### config.mk
export PLATFORM = sky130hd
export DESIGN_NAME = vliw_run_ctrl
export DESIGN_NICKNAME = d
export VERILOG_FILES = /design/src/rtl/vliw_run_ctrl.sv
export SDC_FILE = /design/constraint.sdc
export NUM_CORES = 1
export LEC_CHECK = 0
export CORE_ASPECT_RATIO = 0.9
export CORE_MARGIN = 8
export CORE_UTILIZATION = 46
export CTS_CLUSTER_SIZE = 20
export DETAILED_ROUTE_END_ITERATION = 12
export PLACE_DENSITY = 0.78
export SYNTH_ARGS = -nofsm -noshare
export SYNTH_HDL_FRONTEND = slang
export SYNTH_SLANG_ARGS = --single-unit
export TNS_END_PERCENT = 10
### constraint.sdc
create_clock -name clock_200 -period 2.72 [get_ports clock_200]
set_input_delay 0.544 -clock clock_200 [delete_from_list [all_inputs] [get_ports clock_200]]
set_output_delay 0.544 -clock clock_200 [all_outputs]
set_load 0.1 [all_outputs]
### src/rtl/vliw_run_ctrl.sv
// Host-facing run/load controller for the slice VLIW sequencer: assembles 72-bit words, gates vliw_start on frame boundaries.
// Optional feature: define VLIW_RUN_CTRL_FRAME_COUNT_EN to build a 16-bit frame counter reported in status[15:8].
module vliw_run_ctrl #(
    parameter int FRAME_LEN = 10,
    parameter int ADDR_W    = 9,
    parameter int DATA_W    = 72
) (
    input  logic              clock_200,
    input  logic              reset,
    input  logic              host_wr,
    input  logic              host_rd,
    input  logic [2:0]        host_addr,
    input  logic [15:0]       host_wdata,
    output logic [15:0]       host_rdata,
    output logic              write_enable,
    output logic [ADDR_W-1:0] write_address,
    output logic [DATA_W-1:0] write_data,
    output logic              vliw_start,
    output logic              frame_tick
);
    localparam int PH_W = 4;

    typedef enum logic [1:0] {STOPPED, LOAD, RUNNING, DRAINING} state_t;

    state_t            state_reg, state_next;
    logic [15:0]       lane_reg [4];
    logic [63:0]       lanes_cat;
    logic [7:0]        lane_hi_reg;
    logic [ADDR_W-1:0] addr_reg;
    logic              run_reg, autoinc_reg, err_reg;
    logic [PH_W-1:0]   phase_reg;
    logic              draining;
    logic              ctrl_wr, run_eff, commit, errclr, phase_last;
    logic [7:0]        frame_lo;
    logic [15:0]       rd_mux;

    for (genvar gi = 0; gi < 4; gi++) begin : g_lane_cat
        assign lanes_cat[gi*16 +: 16] = lane_reg[gi];
    end

    // A control write takes effect on the same edge it is sampled, so the FSM looks at the incoming RUN bit.
    assign ctrl_wr    = host_wr && (host_addr == 3'd6);
    assign run_eff    = ctrl_wr ? host_wdata[0] : run_reg;
    assign commit     = ctrl_wr && host_wdata[1];
    assign errclr     = ctrl_wr && host_wdata[3];
    assign phase_last = (phase_reg == PH_W'(FRAME_LEN - 1));

    always_ff @(negedge clock_200) begin
        if (reset) state_reg <= STOPPED;
        else       state_reg <= state_next;
    end

    always_comb begin
        state_next = state_reg;
        case (state_reg)
            STOPPED:  if (commit) state_next = LOAD;
                      else if (run_eff) state_next = RUNNING;
            LOAD:     state_next = run_eff ? RUNNING : STOPPED;
            RUNNING:  if (!run_eff) state_next = phase_last ? STOPPED : DRAINING;
            DRAINING: if (run_eff) state_next = RUNNING;
                      else if (phase_last) state_next = STOPPED;
            default:  state_next = STOPPED;
        endcase
    end

    always_comb begin
        write_enable = (state_reg == LOAD);
        vliw_start   = (state_reg == RUNNING) || (state_reg == DRAINING);
        draining     = (state_reg == DRAINING);
        frame_tick   = vliw_start && phase_last;
    end

`ifdef VLIW_RUN_CTRL_FRAME_COUNT_EN
    logic [15:0] frame_cnt_reg;
    always_ff @(negedge clock_200) begin
        if (reset)           frame_cnt_reg <= '0;
        else if (frame_tick) frame_cnt_reg <= frame_cnt_reg + 16'd1;
    end
    assign frame_lo = frame_cnt_reg[7:0];
`else
    assign frame_lo = 8'h00;
`endif

    always_comb begin
        rd_mux = '0;
        case (host_addr)
            3'd0, 3'd1, 3'd2, 3'd3: rd_mux = lane_reg[host_addr[1:0]];
            3'd4:    rd_mux = {8'h00, lane_hi_reg};
            3'd5:    rd_mux = 16'(addr_reg);
            3'd6:    rd_mux = {13'b0, autoinc_reg, 1'b0, run_reg};
            default: rd_mux = {frame_lo, phase_reg, err_reg, write_enable, draining, vliw_start};
        endcase
    end

    always_ff @(negedge clock_200) begin
        if (reset) begin
            for (int i = 0; i < 4; i++) lane_reg[i] <= '0;
            lane_hi_reg   <= '0;
            addr_reg      <= '0;
            run_reg       <= 1'b0;
            autoinc_reg   <= 1'b0;
            err_reg       <= 1'b0;
            phase_reg     <= '0;
            write_address <= '0;
            write_data    <= '0;
            host_rdata    <= '0;
        end else begin
            if (vliw_start) phase_reg <= phase_last ? '0 : phase_reg + 1'b1;
            // Set wins over clear so a rejected COMMIT is never lost.
            err_reg <= (err_reg && !errclr) || (commit && vliw_start);
            if (state_reg == STOPPED && commit) begin
                write_address <= addr_reg;
                write_data    <= DATA_W'({lane_hi_reg, lanes_cat});
            end
            for (int i = 0; i < 4; i++)
                if (host_wr && host_addr == 3'(i)) lane_reg[i] <= host_wdata;
            if (host_wr && host_addr == 3'd4) lane_hi_reg <= host_wdata[7:0];
            if (host_wr && host_addr == 3'd5) addr_reg <= host_wdata[ADDR_W-1:0];
            else if (state_reg == LOAD && autoinc_reg) addr_reg <= addr_reg + 1'b1;
            if (ctrl_wr) begin
                run_reg     <= host_wdata[0];
                autoinc_reg <= host_wdata[2];
            end
            if (host_rd) host_rdata <= rd_mux;
        end
    end
endmodule

==> flow_summary.yaml, run 1 <==
placement:
  dp_hpwl_mm: 16.3
  io_buffer_count: 122
  dpl-instance-area_sq_um: 10600
  routabilityCongestion: 0.899
  place_ws_ns: -0.989
cts:
  ctsLongestPathBuffers: 2
  cts_sinks: 187
  cts_buffers: 17
  cts_hold_buf: 0
  cts_tree: "built"
  htree_levels: 4
  root_buffer: "clkbuf_16"
  clkLatencyLatePin_ns: 0.52
  clk_pin_slew_ns: 0.04
yosys:
  synthesis.nets: 783
  ys_types: 43
  yosys_warnings: 0
  synth_edf_count: 64
  yosysTopAreaCell: "dfxtp_1"
  post-synth-top-count-cell: "nand2_1"
  syn_area_sq_um: 7590
  synth_top_cells_by_area: "dfxtp_1 (32%), edfxtp_1 (25%), nand2_1 (9.4%)"
  yosys-top-cells-count: "nand2_1 (191), dfxtp_1 (123), a21oi_1 (106)"
  async_reset_ff_share_pct: 0
  synth-main-ff-cell: "dfxtp_1"
  avgSynthCellArea_sq_um: 10.0
  yosysTopAreaCellShare_pct: 32.5
  synth_seq_cells: 187
  synth_seq_area_share_pct: 57.8
  syn_inst: 759
timing:
  final_hold_viol_count: 0
  rsz0062_at_grt: "true"
  fin_ws_ns: -0.529
  worst_pin_slew_ns: 0.502
  skew_ns: 0.0565
  setup_viol: 117
  relSlewSlack_pct: 66.6
  slew_violations: 0
pwr:
  switching_power_mw: 2.68
  peakVddDrop_mv: 0.543
  p_int_mw: 5.07
  power.density_nw_per_um2: 622
  leakagePower_nw: 5.24
  p_comb_share_pct: 10.4
  p_sw_share_pct: 34.6
  p_seq_share_pct: 40.1
  clkPwrFrac_pct: 49.6
die:
  die_h_microns: 138
  dieArea_sq_um: 20900
  row_count: 44
  pin_count: 123
  initial_core_util_pct: 47.0
  die_w_microns: 151
  fp.coreArea_sq_um: 16100
worst_setup_path:
  cp-start-kind: "flip-flop"
  slowest_stage: "dfxtp_2"
  path_buf_inv: 1
  crit_path_end_kind: "primary output"
  worstPathRequired_ns: 2.18
  path_cells: "nor2b_4 -> and3_4 -> buf_12"
  cpPeakStageDelay_ns: 0.34
  worstSetupPathType: "reg2out"
  reg2reg_slack_ns: 0.98
  crit_arrival_ns: 2.71
  crit_fanout: 2
  cp_top_family: "simple AND/OR/NAND/NOR gates"
finish:
  fillers: 881
  seqCellArea_sq_um: 4560
  final_layout_size_suffix_gt1_share_pct: 35.3
  final_area_sq_um: 12500
  multi_input_area_sq_um: 3180
  largest_reg_flops: 72
  fin_nets: 1144
  num_antenna_cells: 0
  syn2layout_area_growth_pct: 64.4
grt:
  grt-ovfl-total: 0
  grt_max_degree: 65
  grt_pass1_wl_mm: 41.3
  grt_pass1_vias: 7914
  antenna_found_initial: 0
  grt_use_total_pct: 26.2
detailed_routing:
  vias: 7704
  finalWirelength_mm: 28.4
  antenna_left: 0
  drc: 0
  avgRoutedWirePerCell_microns: 21.2
  drt_iter0_drc: 929
  drtPass1Iterations: 6
  vias_per_cell: 5.75
hold_path:
  worstHoldPathType: "reg2reg"
run:
  maxCapViolCount: 0
status:
  violations: "negative setup slack"
  status: "complete, but fails checks"
==> worst min-delay path, cell delays in order (launching register included) <==
cell and delay, ns:
dfxtp_2 0.32, nand2_1 0.05, a21oi_1 0.05
==> placed cells by master, fill, tap and decap left out, drive strengths merged, types with 15 or more instances in the layout <==
cell type      instances
dfxtp                123
inv                  198
clkbuf                17
and2                  64
buf                  191
a21oi                106
mux4                  17
nor2                  33
nand2                191
edfxtp                64
clkdlybuf4s50         15
==> metrics by stage <==
step | hold slack (ns) | setup TNS [ns] | utilization [%] | std cells | power [mW]
floorplan | 0.442 | -79.97 | - | 759 | 3.95
global placement | 0.477 | -190.07 | 65.7 | 1109 | 4.30
detailed placement | 0.483 | -198.04 | 65.7 | 1109 | 4.31
CTS | 0.470 | -19.02 | 76.1 | 1335 | 7.67
global route | 0.490 | -22.62 | 77.3 | 1340 | 8.10
finish | 0.470 | -19.00 | 77.3 | 1340 | 7.75
==> what timing repair did <==
action	CTS	global route
setup endpoints to repair	347	182
gates cloned	2	0
pin swaps	6	8
gates resized for setup	145	49
setup buffers	7	6
==> logic make-up (layout without fill, tap and decap cells) <==
kind of cell	Yosys count	in the layout	share of synthesized area [%]
XOR/XNOR	10	10	1.15
buffers and inverters	59	433	3.92
flip-flops	187	187	57.8
AND/OR/NAND/NOR	340	340	21.1
multiplexers	24	24	6.02
AO/OA/AOI/OAI	138	138	9.86
adder cells (fa/ha/maj)	1	1	0.165
==> power groups by stage <==
stage	sequential [mW]	clock, mW	combinational, mW
floorplan	3.29	0.415	0.252
global placement	3.14	0.415	0.737
detailed placement	3.15	0.415	0.745
CTS	3.11	3.78	0.772
global route	3.11	4.16	0.828
finish	3.11	3.84	0.804
==> path summary, 6_finish.rpt <==
path	from	endpoint	depth (start not counted)
setup / recovery	phase_reg[0]	frame_tick	3
hold / removal	write_data[58]	write_data[58]	2
setup reg to reg	addr_reg[0]	addr_reg[8]	5
hold reg to reg	write_data[58]	write_data[58]	2
==> routing by layer <==
layer / vias to the layer above / global-route usage (%) / share of wire (%)
met2: 598 / 41.1 / 48
met4: 0 / 14.1 / 3.2
met5: - / 0 / 0
li1: 3318 / - / -
met1: 3679 / 31.2 / 38
met3: 109 / 8.93 / 11
==> cell type report <==
| type | instances | area share [%] |
|---|---|---|
| timing repair buffer | 209 | 25.3 |
| clock buffer | 17 | 3.41 |
| multi-input combinational | 513 | 25.5 |
| inverter | 5 | 0.150 |
| sequential | 187 | 36.6 |
| clock inverter | 202 | 6.96 |
| tap | 207 | 2.08 |
Power figures use the tool's default switching activity.
==> run 2: changes to the inputs <==
--- a/config.mk
+++ b/config.mk
@@ -5,6 +5,7 @@
 export SDC_FILE = /design/constraint.sdc
 export NUM_CORES = 1
 export LEC_CHECK = 0
+export ABC_CLOCK_PERIOD_IN_PS = 2720
 export CORE_ASPECT_RATIO = 0.9
 export CORE_MARGIN = 8
 export CORE_UTILIZATION = 46
==> results of run 2 <==
The final DEF is identical to that of run 1; final timing and power are the same.
